File: src/rtl/blockram_arb_pkg.sv
// Shared types for the SD buffer block RAM arbiter.
// States, owner codes, read-tag bundle.
package blockram_arb_pkg;

  typedef enum logic [1:0] {
    ST_IDLE  = 2'd0,
    ST_OWN_A = 2'd1,
    ST_OWN_B = 2'd2
  } arb_state_e;

  localparam logic [1:0] OWNER_NONE = 2'b00;
  localparam logic [1:0] OWNER_A    = 2'b01;
  localparam logic [1:0] OWNER_B    = 2'b10;

  localparam logic PORT_A = 1'b0;
  localparam logic PORT_B = 1'b1;

  typedef struct packed {
    logic valid;
    logic port;
  } rtag_t;

  function automatic arb_state_e own_state(input logic port);
    return (port == PORT_A) ? ST_OWN_A : ST_OWN_B;
  endfunction

endpackage

File: src/rtl/blockram_arb_rtag.sv
// Read-tag delay line: carries {valid, port} of each accepted read
// to the cycle its RAM data appears. Ports: clk_i, areset_n_i, push_i, port_i, rvalid_a_o, rvalid_b_o.
module blockram_arb_rtag
  import blockram_arb_pkg::*;
#(
  parameter int RD_LAT = 2
) (
  input  logic clk_i,
  input  logic areset_n_i,
  input  logic push_i,
  input  logic port_i,
  output logic rvalid_a_o,
  output logic rvalid_b_o
);

  rtag_t line_q [RD_LAT];
  rtag_t tail;

  always_ff @(posedge clk_i or negedge areset_n_i) begin
    if (!areset_n_i) begin
      for (int i = 0; i < RD_LAT; i++) begin
        line_q[i] <= '0;
      end
    end else begin
      line_q[0] <= rtag_t'{valid: push_i, port: port_i};
      for (int i = 1; i < RD_LAT; i++) begin
        line_q[i] <= line_q[i-1];
      end
    end
  end

  assign tail       = line_q[RD_LAT-1];
  assign rvalid_a_o = tail.valid & (tail.port == PORT_A);
  assign rvalid_b_o = tail.valid & (tail.port == PORT_B);

endmodule

File: src/rtl/blockram_arbiter.sv
// Round-robin two-port arbiter for the SD buffer block RAM (A=spooler, B=DMA).
// Ports: per-port req/lock/we/addr/wdata in, ack/rdata/rvalid out; registered RAM pins; owner_o.
module blockram_arbiter
  import blockram_arb_pkg::*;
#(
  parameter int AW        = 16,
  parameter int DW        = 8,
  parameter int RD_LAT    = 2,
  parameter int BURST_MAX = 16
) (
  input  logic          clk_i,
  input  logic          areset_n_i,
  input  logic          req_a_i,
  input  logic          req_b_i,
  input  logic          lock_a_i,
  input  logic          lock_b_i,
  input  logic          we_a_i,
  input  logic          we_b_i,
  input  logic [AW-1:0] addr_a_i,
  input  logic [AW-1:0] addr_b_i,
  input  logic [DW-1:0] wdata_a_i,
  input  logic [DW-1:0] wdata_b_i,
  output logic          ack_a_o,
  output logic          ack_b_o,
  output logic [DW-1:0] rdata_a_o,
  output logic [DW-1:0] rdata_b_o,
  output logic          rvalid_a_o,
  output logic          rvalid_b_o,
  output logic [AW-1:0] ram_address_o,
  output logic [DW-1:0] ram_data_o,
  output logic          ram_wren_o,
  input  logic [DW-1:0] ram_q_i,
  output logic [1:0]    owner_o
);

  localparam int BCW = $clog2(BURST_MAX + 1);
  localparam logic [BCW-1:0] CNT_LAST = BCW'(BURST_MAX - 1);

  arb_state_e     state;
  logic           last_served;
  logic [BCW-1:0] burst_cnt;

  logic          own_a;
  logic          own_b;
  logic          cur_port;
  logic          cur_lock;
  logic          cur_we;
  logic          oth_req;
  logic [AW-1:0] cur_addr;
  logic [DW-1:0] cur_wdata;
  logic          accept;
  logic          cnt_last;
  logic          release_now;
  logic          switch_now;
  logic          keep_burst;
  logic          idle_win_b;

  assign own_a = (state == ST_OWN_A);
  assign own_b = (state == ST_OWN_B);

  assign ack_a_o = own_a & req_a_i & areset_n_i;
  assign ack_b_o = own_b & req_b_i & areset_n_i;
  assign accept  = ack_a_o | ack_b_o;

  always_comb begin
    cur_port  = own_b ? PORT_B : PORT_A;
    cur_lock  = own_b ? lock_b_i : lock_a_i;
    cur_we    = own_b ? we_b_i : we_a_i;
    cur_addr  = own_b ? addr_b_i : addr_a_i;
    cur_wdata = own_b ? wdata_b_i : wdata_a_i;
    oth_req   = own_b ? req_a_i : req_b_i;
  end

  // Burst ends on an unlocked accept, or when the cap is hit while the
  // other side waits. A non-accepting owner always hands over if it can.
  assign cnt_last    = (burst_cnt == CNT_LAST);
  assign release_now = ~cur_lock | (cnt_last & oth_req);
  assign switch_now  = oth_req & (~accept | release_now);
  assign keep_burst  = accept & ~release_now;

  // Tie from IDLE goes to whichever port was not served last.
  assign idle_win_b = req_b_i & (~req_a_i | (last_served == PORT_A));

  always_ff @(posedge clk_i or negedge areset_n_i) begin
    if (!areset_n_i) begin
      state         <= ST_IDLE;
      last_served   <= PORT_B;
      burst_cnt     <= '0;
      ram_address_o <= '0;
      ram_data_o    <= '0;
      ram_wren_o    <= 1'b0;
    end else begin
      ram_wren_o <= 1'b0;
      if (state == ST_IDLE) begin
        burst_cnt <= '0;
        if (idle_win_b) begin
          state <= ST_OWN_B;
        end else if (req_a_i) begin
          state <= ST_OWN_A;
        end
      end else begin
        if (accept) begin
          ram_address_o <= cur_addr;
          ram_data_o    <= cur_wdata;
          ram_wren_o    <= cur_we;
        end
        // Saturate rather than wrap when nobody is waiting.
        if (keep_burst) begin
          if (!cnt_last) begin
            burst_cnt <= burst_cnt + BCW'(1);
          end
        end else begin
          burst_cnt <= '0;
        end
        if (switch_now) begin
          state       <= own_state(~cur_port);
          last_served <= cur_port;
        end else if (!accept) begin
          state <= ST_IDLE;
        end
      end
    end
  end

  always_comb begin
    owner_o = OWNER_NONE;
    if (own_a) begin
      owner_o = OWNER_A;
    end else if (own_b) begin
      owner_o = OWNER_B;
    end
  end

  assign rdata_a_o = ram_q_i;
  assign rdata_b_o = ram_q_i;

  blockram_arb_rtag #(
    .RD_LAT(RD_LAT)
  ) u_rtag (
    .clk_i     (clk_i),
    .areset_n_i(areset_n_i),
    .push_i    (accept & ~cur_we),
    .port_i    (cur_port),
    .rvalid_a_o(rvalid_a_o),
    .rvalid_b_o(rvalid_b_o)
  );

endmodule

File: config.mk
export PLATFORM = sky130hd
export DESIGN_NAME = blockram_arbiter
export DESIGN_NICKNAME = d
export VERILOG_FILES = /design/src/rtl/blockram_arb_pkg.sv /design/src/rtl/blockram_arb_rtag.sv /design/src/rtl/blockram_arbiter.sv
export SDC_FILE = /design/constraint.sdc
export NUM_CORES = 1
export LEC_CHECK = 0
export BUFFER_PORTS_ARGS = -buffer_cell sky130_fd_sc_hd__buf_2
export CAP_MARGIN = 20
export CORE_MARGIN = 10
export CORE_UTILIZATION = 47
export CTS_CLUSTER_DIAMETER = 30
export DETAILED_ROUTE_END_ITERATION = 6
export MAX_ROUTING_LAYER = met4
export PLACE_DENSITY = 0.85
export SYNTH_ARGS = -nofsm -noshare
export SYNTH_HDL_FRONTEND = slang
export SYNTH_HIERARCHICAL = 1
export SYNTH_SLANG_ARGS = --single-unit
File: constraint.sdc
create_clock -name clk_i -period 3.5 [get_ports clk_i]
set_clock_uncertainty 0.15 [all_clocks]
set_input_delay 1.05 -clock clk_i [delete_from_list [all_inputs] [get_ports clk_i]]
set_output_delay 1.05 -clock clk_i [all_outputs]
set_load 0.005 [all_outputs]
==> impl_metrics.ini, run 1 <==
[detailed_routing]
highest-signal-layer = met4
first_iter_violations = 77
routed_via_density = 4.823
routed_wl_mm = 4.479
drt_drc_violations_left = 0
met3WireLength_um = 292
drt-pass1-iter-count = 4
met2RoutedLength_mm = 2.401
wirelength_per_cell_um = 14.40
vias = 1500
post_route_met1_wirelength_mm = 1.750
drt.antenna.violating_nets = 0

[synthesis]
synthFlopType = dfrtp_1
synth_xor_area_share_pct = 1.348
synth_enable_flop_cells = 0
synth_seq_area_share_pct = 47.56
muxShareOfSynthArea_pct = 13.93
synth.largest_area_cell = dfrtp_1
netlist_area_um2 = 1949
post_synthesis_cell_type_count = 35
most_repeated_cell_in_the_gate_level_netlist_after_synthesis = dfrtp_1
synth-compound-area-share_pct = 10.78
basic_gate_share_of_the_synthesized_area_counting_and_or_nand_and_nor_cells_pct = 14.44
ys_async_sr_fraction_pct = 100.0
count_of_yosys_warnings_during_synthesis = 6
synth-adder-area-share_pct = 1.284
postSynthNetCount = 258
postSynthAreaPerCell_um2 = 10.15
synth.top_cells.by_area = dfrtp_1 (46%), mux2i_1 (13%), buf_4 (7.3%)
gate_count_post_synth = 192
synth_top_family_by_area = simple AND/OR/NAND/NOR gates
postSynthRegisterBits = 37
ys_top_cells_by_count = dfrtp_1 (36), nand2_1 (29), mux2i_1 (26), o21ai_0 (26), buf_4 (19)
synth_top_area_share_pct = 46.21

[sta]
fmax_mhz = 348.7
final.period_utilization_pct = 81.93
finalMaxSlewViolations = 0
worst-slew-pin-transition_ns = 0.4298
post_route_setup_tns_ns = 0
finalSetupViolCount = 0
worst_slack_ns = 0.6326
rsz0062_at_grt = no
worst_slew_margin_rel_pct = 71.35
hold_viol_final = 0
period_needed_ns = 2.867

[setup_path]
timing.critical_path.cells = buf_2 -> and3b_1 -> nand2_1 -> inv_1 -> buf_2
criticalPathCategory = in2out
worstReg2RegStart = burst_cnt[0]
timing.critical_path.from = req_a_i
timing.critical_path.required_ns = 2.30
crit_path_max_delay_cell_type = and3b_1
crit_path_end_kind = output pin
worst_ep_arrival_time_ns = 1.67
critical-path-top-cell-by-count = buf_2
critPathMaxFanout = 7
timing.critical_path.slowest_cell_delay_ns = 0.21
worst_setup_path_start_kind = primary input

[final_layout]
seq_area_um2 = 927.1
final_cell_count_no_fill = 311
insertedDiodeCount = 0
area_delta_synth_final_pct = 22.72
multi_input_area_um2 = 814.5
fillers = 340
finalNetCount = 326
drive_above_1_share_pct = 40.61

[power_and_ir_drop]
clock_power_share_pct = 22.1
switching_share_pct = 33.14
net_switching_power_mw = 0.5690
internal_power_mw = 1.148
comb_power_share_pct = 38.0
sequentialPowerShare_pct = 39.9
peakVddDrop_v = 0.0003698
cellLeakagePower_nw = 1.258
power_density_nw_per_um2 = 717.6

[place]
number_of_i_o_port_buffers = 86
place_ws_ns = 0.6365
dp.cells = 303
globalplace.congestion = 0.7818
detailed_place_hpwl_mm = 3.555

[floorplan]
die_x_um = 84.40
fp.dieArea_um2 = 7123
floorplan.io_pins = 111
initial_core_util_pct = 48.73
core_um2 = 4000
die_height_um = 84.40
placement_rows = 23

[clock_network]
ctsLongestPathBuffers = 2
cts.hold.buffers_added = 0
clk_transition_reported_paths_ns = 0.07
numCtsBuffers = 5
setup_bufs_post_cts = 0
ctsRootBufferMaster = clkbuf_8
clock_sink_count = 37
insertion_delay_to_the_later_sink_of_the_worst_skew_pair_ns = 0.28
cts_max_level = 2
tritoncts = yes
post_cts_resize_count = 0

[global_routing]
grt_antenna_before_repair = 0
grt_max_degree = 37
grt_first_pass_wirelength_mm = 7.245
global_route.usage.total_pct = 12.39
number_of_global_route_vias_before_repair = 1579
gr-total-overflow = 0

[hold_path]
worst_hold_path_type = reg2reg
hp_start = u_rtag/line_q[3]

[outcome]
outcome = finished clean

[flow_run]
maxCapViolations = 0
==> power by group through the flow <==
| stage | Clock (mW) | Sequential (mW) | Combinational (mW) |
|---|---|---|---|
| floorplan | 0 | 0.691 | 0.443 |
| global placement | 0 | 0.685 | 0.648 |
| detailed placement | 0 | 0.693 | 0.668 |
| CTS | 0.386 | 0.687 | 0.671 |
| global route | 0.406 | 0.709 | 0.741 |
| finish | 0.379 | 0.685 | 0.652 |
==> critical path, delay by kind of cell <==
kind	cells	cell delay, ns
buffers and inverters	3	0.30
AND/OR/NAND/NOR	2	0.31
==> cells in the final DEF (no fill, tap or decap), drive strengths merged <==
cell	count
bufinv	1
dfstp	1
buf	90
dfrtp	36
clkbuf	6
xor2	2
and2	1
o21a	1
xnor2	1
a32o	1
nand3	2
nor2b	3
a21o	1
clkinvlp	1
o2bb2ai	1
nor2	10
mux2	1
nand4b	1
inv	2
mux2i	26
o2111a	1
a21oi	3
ha	2
o32a	1
and3b	2
and2b	2
o21ai	27
nor3b	1
and3	3
nand2	29
nand3b	2
==> final cells by class <==
type	instances	share of cell area, %
clock buffer	6	3.452
inverter	2	0.3138
multi-input combinational	124	34.05
timing repair buffer	90	19.25
clock inverter	2	1.569
tap	50	2.615
sequential	37	38.76
==> stage by stage <==
step | cell area, um2 | hold WS (ns) | total power [mW] | util (%)
finish | 2392 | 0.2011 | 1.717 | 59.81
CTS | 2392 | 0.2020 | 1.744 | 59.81
global route | 2392 | 0.2121 | 1.855 | 59.81
floorplan | 1949 | 0.1812 | 1.134 | -
detailed placement | 2272 | 0.1847 | 1.361 | 56.80
global placement | 2272 | 0.1814 | 1.333 | 56.80
==> metal layers <==
metal / track usage [%] / vias up
li1: - / 770
met1: 13.15 / 673
met2: 21.51 / 55
met3: 3.478 / 2
met4: 4.491 / 0
met5: - / -
==> kinds of logic (layout without fill, tap and decap cells) <==
group,after synthesis,after routing
and+or+nand+nor,56,56
DFF,37,37
AOI/OAI and AO/OA,36,36
buffers and inverters,31,100
muxes,27,27
xor gates and xnor gates,3,3
adders and majority gates,2,2
==> final timing paths <==
check | cells past startpoint | endpoint | slack (ns)
max in group asynchronous | 2 | burst_cnt[0] | 2.11
min in group asynchronous | 1 | state[0] | 0.45
setup / recovery | 5 | ack_a_o | 0.63
hold reg to reg | 0 | u_rtag/line_q[1] | 0.20
hold / removal | 0 | u_rtag/line_q[1] | 0.20
setup reg to reg | 8 | state[0] | 1.33
==> state kept, by name, indices dropped and copies added, names as in the netlist <==
register and count:
ram_wren_o 1, ram_address_o 16, ram_data_o 8, last_served 1
burst_cnt 5, state 2, u_rtag/line_q 4
Power figures use the tool's default switching activity.
==> inputs of run 2 (changes only) <==
--- a/config.mk
+++ b/config.mk
@@ -5,14 +5,15 @@
 export SDC_FILE = /design/constraint.sdc
 export NUM_CORES = 1
 export LEC_CHECK = 0
+export ABC_AREA = 1
 export BUFFER_PORTS_ARGS = -buffer_cell sky130_fd_sc_hd__buf_2
 export CAP_MARGIN = 20
 export CORE_MARGIN = 10
-export CORE_UTILIZATION = 47
+export CORE_UTILIZATION = 39
 export CTS_CLUSTER_DIAMETER = 30
 export DETAILED_ROUTE_END_ITERATION = 6
 export MAX_ROUTING_LAYER = met4
-export PLACE_DENSITY = 0.85
+export PLACE_DENSITY = 0.76
 export SYNTH_ARGS = -nofsm -noshare
 export SYNTH_HDL_FRONTEND = slang
 export SYNTH_HIERARCHICAL = 1
==> constraint.sdc (replaced) <==
create_clock -name clk_i -period 2.6 [get_ports clk_i]
set_clock_uncertainty 0.15 [all_clocks]
set_input_delay 0.78 -clock clk_i [delete_from_list [all_inputs] [get_ports clk_i]]
set_output_delay 0.78 -clock clk_i [all_outputs]
set_load 0.005 [all_outputs]
==> run 2 against run 1 <==
  * Critical path depth shrank 1
  * Synthesized cell count grew 24%
  * Setup slack lost 0.25 ns
  * Largest power group is now combinational cells
  * Critical endpoint is now owner_o[1]
  * Combinational power grew 51%
  * Highest routed layer unchanged
  * Final cell count grew 21%
  * Sequential share of layout area grew 0.14 points
==> impl_metrics.ini, run 2 <==
[place]
number_of_i_o_port_buffers = 86
dp.cells = 367
placement.cell_area_um2 = 2267
detailed_place_hpwl_mm = 3.945
globalplace.congestion = 0.8054
place_ws_ns = 0.4110

[setup_path]
timing.critical_path.required_ns = 1.67
critPathMaxFanout = 9
timing.critical_path.slowest_cell_delay_ns = 0.45
timing.reg2reg.worst_path_depth = 10
worst_setup_path_start_kind = register
criticalPathCategory = reg2out
worstReg2RegStart = burst_cnt[0]
timing.critical_path.max_delay_family = flip-flops
crit_path_max_delay_cell_type = dfrtp_1
worst_ep_arrival_time_ns = 1.29
r2r_slack_ns = 0.68
timing.critical_path.cells = inv_1 -> nor2_2 -> buf_4 -> buf_2
rr_endpoint = state[0]
crit_path_end_kind = output pin
critical_path_buf_inv_count = 3

[synthesis]
synthFlopType = dfrtp_1
postSynthAreaPerCell_um2 = 7.965
postSynthRegisterBits = 37
synth.top_cells.by_area = dfrtp_1 (48%), nand2_1 (15%), a31oi_1 (7.9%)
most_repeated_cell_in_the_gate_level_netlist_after_synthesis = nand2_1
synth.largest_area_cell = dfrtp_1
synth_enable_flop_cells = 0
count_of_yosys_warnings_during_synthesis = 6
post_synthesis_cell_type_count = 22
gate_count_post_synth = 238
ys_top_cells_by_count = nand2_1 (76), dfrtp_1 (36), nor2_1 (32), a31oi_1 (24), buf_4 (19)
synth_seq_area_share_pct = 48.91
netlist_area_um2 = 1896
ys_async_sr_fraction_pct = 100.0
postSynthNetCount = 304
synth_top_area_share_pct = 47.52

[power_and_ir_drop]
cellLeakagePower_nw = 1.282
peakVddDrop_v = 0.0003646
fin_total_pwr_mw = 2.440
power_density_nw_per_um2 = 1024

[clock_network]
cts_max_level = 2
ctsLongestPathBuffers = 2
setup_bufs_post_cts = 0
clk_transition_reported_paths_ns = 0.07
post_cts_resize_count = 0
numCtsBuffers = 5
insertion_delay_to_the_later_sink_of_the_worst_skew_pair_ns = 0.29
cts.hold.buffers_added = 0
tritoncts = yes
clock_sink_count = 37
ctsRootBufferMaster = clkbuf_8

[final_layout]
layout.cell_area.non_filler_um2 = 2384
commonest_cells_after_routing_fill_and_taps_aside = buf_2 (86), nand2_1 (76), dfrtp_1 (36), nor2_1 (32), a31oi_1 (24)
finalNetCount = 373
insertedDiodeCount = 0
drive_above_1_share_pct = 33.77
layout_commonest_cell = buf_2
layout_top_registers = ram_address_o x16, ram_data_o x8, burst_cnt x5
fillers = 478
area_delta_synth_final_pct = 25.74
largest_register_ff_count = 16
final_cell_count_no_fill = 375
regMostFlops = ram_address_o

[sta]
rsz0062_at_grt = no
finalSetupViolCount = 0
fmax_mhz = 450.8
final.period_utilization_pct = 85.31
period_needed_ns = 2.218
finalMaxSlewViolations = 0
worst-slew-pin-transition_ns = 0.5196
post_route_setup_tns_ns = 0
hold_viol_final = 0
worst_slew_margin_rel_pct = 65.24
worst_slack_ns = 0.3819

[hold_path]
worst_hold_path.num_cells = 0
whs_endpoint = u_rtag/line_q[0]
hp_start = u_rtag/line_q[2]
worst_hold_path_type = reg2reg

[detailed_routing]
drt-pass1-iter-count = 4
wirelength_per_cell_um = 13.46
drt_drc_violations_left = 0
routed_wl_mm = 5.048
drt.antenna.violating_nets = 0
routed_via_density = 4.613
vias = 1730
first_iter_violations = 82

[floorplan]
floorplan.io_pins = 111
placement_rows = 25
fp.dieArea_um2 = 8049
core_um2 = 4723
die_height_um = 89.72
initial_core_util_pct = 40.13
die_x_um = 89.72

[global_routing]
grtUsageMet3_pct = 2.826
grt_peak_use_layer = met2
grt_first_pass_wirelength_mm = 8.121
number_of_global_route_vias_before_repair = 1716
grt_antenna_before_repair = 0
gr-total-overflow = 0
globalRouteMet2Util_pct = 21.43
global_route.usage.total_pct = 12.47
grt_met1_usage_pct = 13.20
grt_max_degree = 39

[outcome]
outcome = finished clean

[flow_run]
maxCapViolations = 0
## run 2: cell count changes in the layout (fill, tap and decap cells not counted), moves of 3 or more
cell and change:
a31oi_1 +24, nand2_1 +47, nor2b_1 -3, inv_1 +15
o21ai_0 -25, nor2_1 +22, nand3_1 +5, mux2i_1 -26
## run 2: worst max path at each step
stage                             to  cells past startpoint  slack (ns)       start
after CTS                 owner_o[1]                      4        0.38    state[1]
after detailed placement     ack_b_o                      6        0.41  areset_n_i
after global routing      owner_o[1]                      4        0.29    state[1]
after global placement       ack_b_o                      6        0.43  areset_n_i
final                     owner_o[1]                      4        0.38    state[1]
after floorplan           owner_o[1]                      5        0.63    state[1]
## run 2: final cells by class
| cell class | instances | area (um2) | share of cell area, % |
|---|---|---|---|
| Clock inverter | 1 | 30.03 | 1.260 |
| Multi-Input combinational cell | 156 | 719.4 | 30.18 |
| Timing Repair Buffer | 90 | 473.0 | 19.84 |
| Inverter | 17 | 63.81 | 2.677 |
| Sequential cell | 37 | 927.1 | 38.90 |
| Clock buffer | 7 | 86.33 | 3.622 |
| Tap cell | 67 | 83.83 | 3.517 |
## run 2: routing by layer
metal	wire length, um	share of wire [%]
met4	100	2.0
met1	2095	42
met3	277	5.5
met2	2574	51
met5	0	0
## run 2: cell families (layout without fill, tap and decap cells)
family	Yosys count	after routing	synth area share [%]
AO/OA/AOI/OAI	28	28	8.976
XOR/XNOR	2	2	0.9243
adder cells (fa/ha/maj)	2	2	1.320
buffers and inverters	45	115	13.14
flip-flops	37	37	48.91
AND/OR/NAND/NOR	124	124	26.73
## run 2: metrics by stage
step / hold WS (ns) / utilization [%]
6_report: 0.2011 / 50.46
5_1_grt: 0.2110 / 50.46
4_1_cts: 0.2018 / 50.46
3_5_place_dp: 0.1847 / 48.00
3_3_place_gp: 0.1824 / 48.00
2_1_floorplan: 0.1812 / -
## run 2: where the power goes
part | switching [mW] | leakage (nW) | internal (mW) | total [mW]
logic | 0.570 | 0.784 | 0.414 | 0.984
clock network | 0.198 | 0.0585 | 0.313 | 0.511
registers | 0.130 | 0.439 | 0.816 | 0.945
total | 0.898 | 1.28 | 1.54 | 2.44
==> inputs of run 3 (changes only) <==
--- a/config.mk
+++ b/config.mk
@@ -8,6 +8,7 @@
 export ABC_AREA = 1
 export BUFFER_PORTS_ARGS = -buffer_cell sky130_fd_sc_hd__buf_2
 export CAP_MARGIN = 20
+export CORE_ASPECT_RATIO = 0.75
 export CORE_MARGIN = 10
 export CORE_UTILIZATION = 39
 export CTS_CLUSTER_DIAMETER = 30
==> run 3 against run 2 <==
  * Clock power increased by 14%
  * Clock-buffer cell count decreased by 2
  * Global-route usage decreased by 0.63 points
  * Sequential share of layout area unchanged
  * Worst hold slack got worse by 0.0068 ns
  * First-iteration DRC count decreased by 39%
  * Register-to-register slack improved by 0.02 ns
  * Sequential power about the same
  * Non-clock buffer count increased by 1
  * Core utilization increased by 1.7 points
  * Combinational power decreased by 0.8%
  * Critical endpoint is now ack_b_o
  * Largest power group unchanged
  * Highest routed layer unchanged
==> impl_metrics.ini, run 3 (same netlist as run 2, synthesis figures left out) <==
[outcome]
outcome = finished clean

[detailed_routing]
highest-signal-layer = met4
vias = 1716
wirelength_per_cell_um = 13.04
drt_drc_violations_left = 0
drt-pass1-iter-count = 4
drt.antenna.violating_nets = 0
post_route_met1_wirelength_mm = 2.168
first_iter_violations = 50
routed_wl_mm = 4.772
met2RoutedLength_mm = 2.215
routed_via_density = 4.689
met3WireLength_um = 365

[sta]
rsz0062_at_grt = no
final.period_utilization_pct = 82.79
period_needed_ns = 2.152
finalMaxSlewViolations = 0
fmax_mhz = 464.6
hold_viol_final = 0
worst_slew_margin_rel_pct = 64.17
worst-slew-pin-transition_ns = 0.5356
finalSetupViolCount = 0
post_route_setup_tns_ns = 0

[final_layout]
commonest_cells_after_routing_fill_and_taps_aside = buf_2 (86), nand2_1 (76), dfrtp_1 (36), nor2_1 (32), a31oi_1 (24)
regMostFlops = ram_address_o
area_delta_synth_final_pct = 25.74
fillers = 443
layout_commonest_cell = buf_2
final_cell_count_no_fill = 366
insertedDiodeCount = 0
largest_register_ff_count = 16
layout_top_registers = ram_address_o x16, ram_data_o x8, burst_cnt x5
finalNetCount = 374
drive_above_1_share_pct = 34.30
final_core_util_pct = 52.13

[global_routing]
global_route.usage.total_pct = 11.84
grt_first_pass_wirelength_mm = 7.693
grt_max_degree = 38
gr-total-overflow = 0
number_of_global_route_vias_before_repair = 1711
grt_antenna_before_repair = 0

[setup_path]
criticalPathCategory = in2out
worst_setup_path_start_kind = primary input
critPathMaxFanout = 4
timing.critical_path.max_delay_family = buffers and inverters
critical_path_buf_inv_count = 4
r2r_slack_ns = 0.70
crit_path_end_kind = output pin
timing.critical_path.required_ns = 1.67
worst_ep_arrival_time_ns = 1.22
crit_path_max_delay_cell_type = buf_2
timing.critical_path.cells = buf_2 -> nand2_1 -> inv_1 -> nand2_1 -> inv_1 -> buf_2
timing.critical_path.slowest_cell_delay_ns = 0.12

[floorplan]
core_um2 = 4572
initial_core_util_pct = 41.46
placement_rows = 21
die_height_um = 80.38
fp.dieArea_um2 = 8078
floorplan.io_pins = 111
die_x_um = 100.5

[power_and_ir_drop]
cellLeakagePower_nw = 1.294
power_density_nw_per_um2 = 1048
fin_total_pwr_mw = 2.497
peakVddDrop_v = 0.0004649

[clock_network]
ctsRootBufferMaster = clkbuf_8
setup_bufs_post_cts = 0
numCtsBuffers = 5
cts_max_level = 2
cts.hold.buffers_added = 0
clk_transition_reported_paths_ns = 0.08
post_cts_resize_count = 0
clock_sink_count = 37
insertion_delay_to_the_later_sink_of_the_worst_skew_pair_ns = 0.28
ctsLongestPathBuffers = 2
tritoncts = yes

[place]
number_of_i_o_port_buffers = 86
detailed_place_hpwl_mm = 3.701
globalplace.congestion = 0.8198
dp.cells = 358

[flow_run]
maxCapViolations = 0

[hold_path]
worst_hold_path_type = reg2reg
## run 3: cell types whose count changed in the layout (fill, tap and decap cells not counted), sizes merged
cell | before | now
buf | 90 | 91
bufinv | 1 | 2
clkbuf | 7 | 5
clkinv | 0 | 1
## run 3: report_power, final
part	leakage (nW)	total, mW	internal, mW	switching (mW)
Sequential	0.439	0.942	0.816	0.126
Combinational	0.787	0.976	0.409	0.566
Clock	0.0681	0.580	0.381	0.199
## run 3: worst paths after layout
check / cells past startpoint / endpoint / startpoint
setup reg to reg: 10 / state[1] / state[0]
max in group asynchronous: 2 / last_served / areset_n_i
min in group asynchronous: 2 / u_rtag/line_q[1] / areset_n_i
hold reg to reg: 0 / u_rtag/line_q[1] / u_rtag/line_q[3]
hold / removal: 0 / u_rtag/line_q[1] / u_rtag/line_q[3]
setup / recovery: 6 / ack_b_o / req_b_i
## run 3: layout make-up
type / count / area, um2 / share of cell area [%]
Tap cell: 57 / 71.32 / 2.992
Sequential cell: 37 / 927.1 / 38.90
Multi-Input combinational cell: 156 / 719.4 / 30.18
Clock inverter: 3 / 65.06 / 2.730
Inverter: 17 / 63.81 / 2.677
Clock buffer: 5 / 68.82 / 2.887
Timing Repair Buffer: 91 / 467.9 / 19.63
## run 3: worst reg2reg max path: cells and delay by family (launching register included)
| family | cells | cell delay [ns] |
|---|---|---|
| buffers and inverters | 1 | 0.11 |
| DFF | 1 | 0.45 |
| and+or+nand+nor | 9 | 1.13 |
## run 3: routing by layer
metal	vias up	track usage (%)
met5	-	-
met4	0	3.521
met3	4	4.448
met2	62	18.85
met1	767	13.67
li1	883	-
## run 3: per-stage QoR
step                      worst slack, ns  area, um2  hold WS, ns
after floorplan                    0.6297       1896       0.1812
after global placement             0.4449       2250       0.1811
after detailed placement           0.4427       2250       0.1847
after CTS                          0.4398       2384       0.2015
after global routing               0.3104       2384       0.2149
final                              0.4475       2384       0.1943
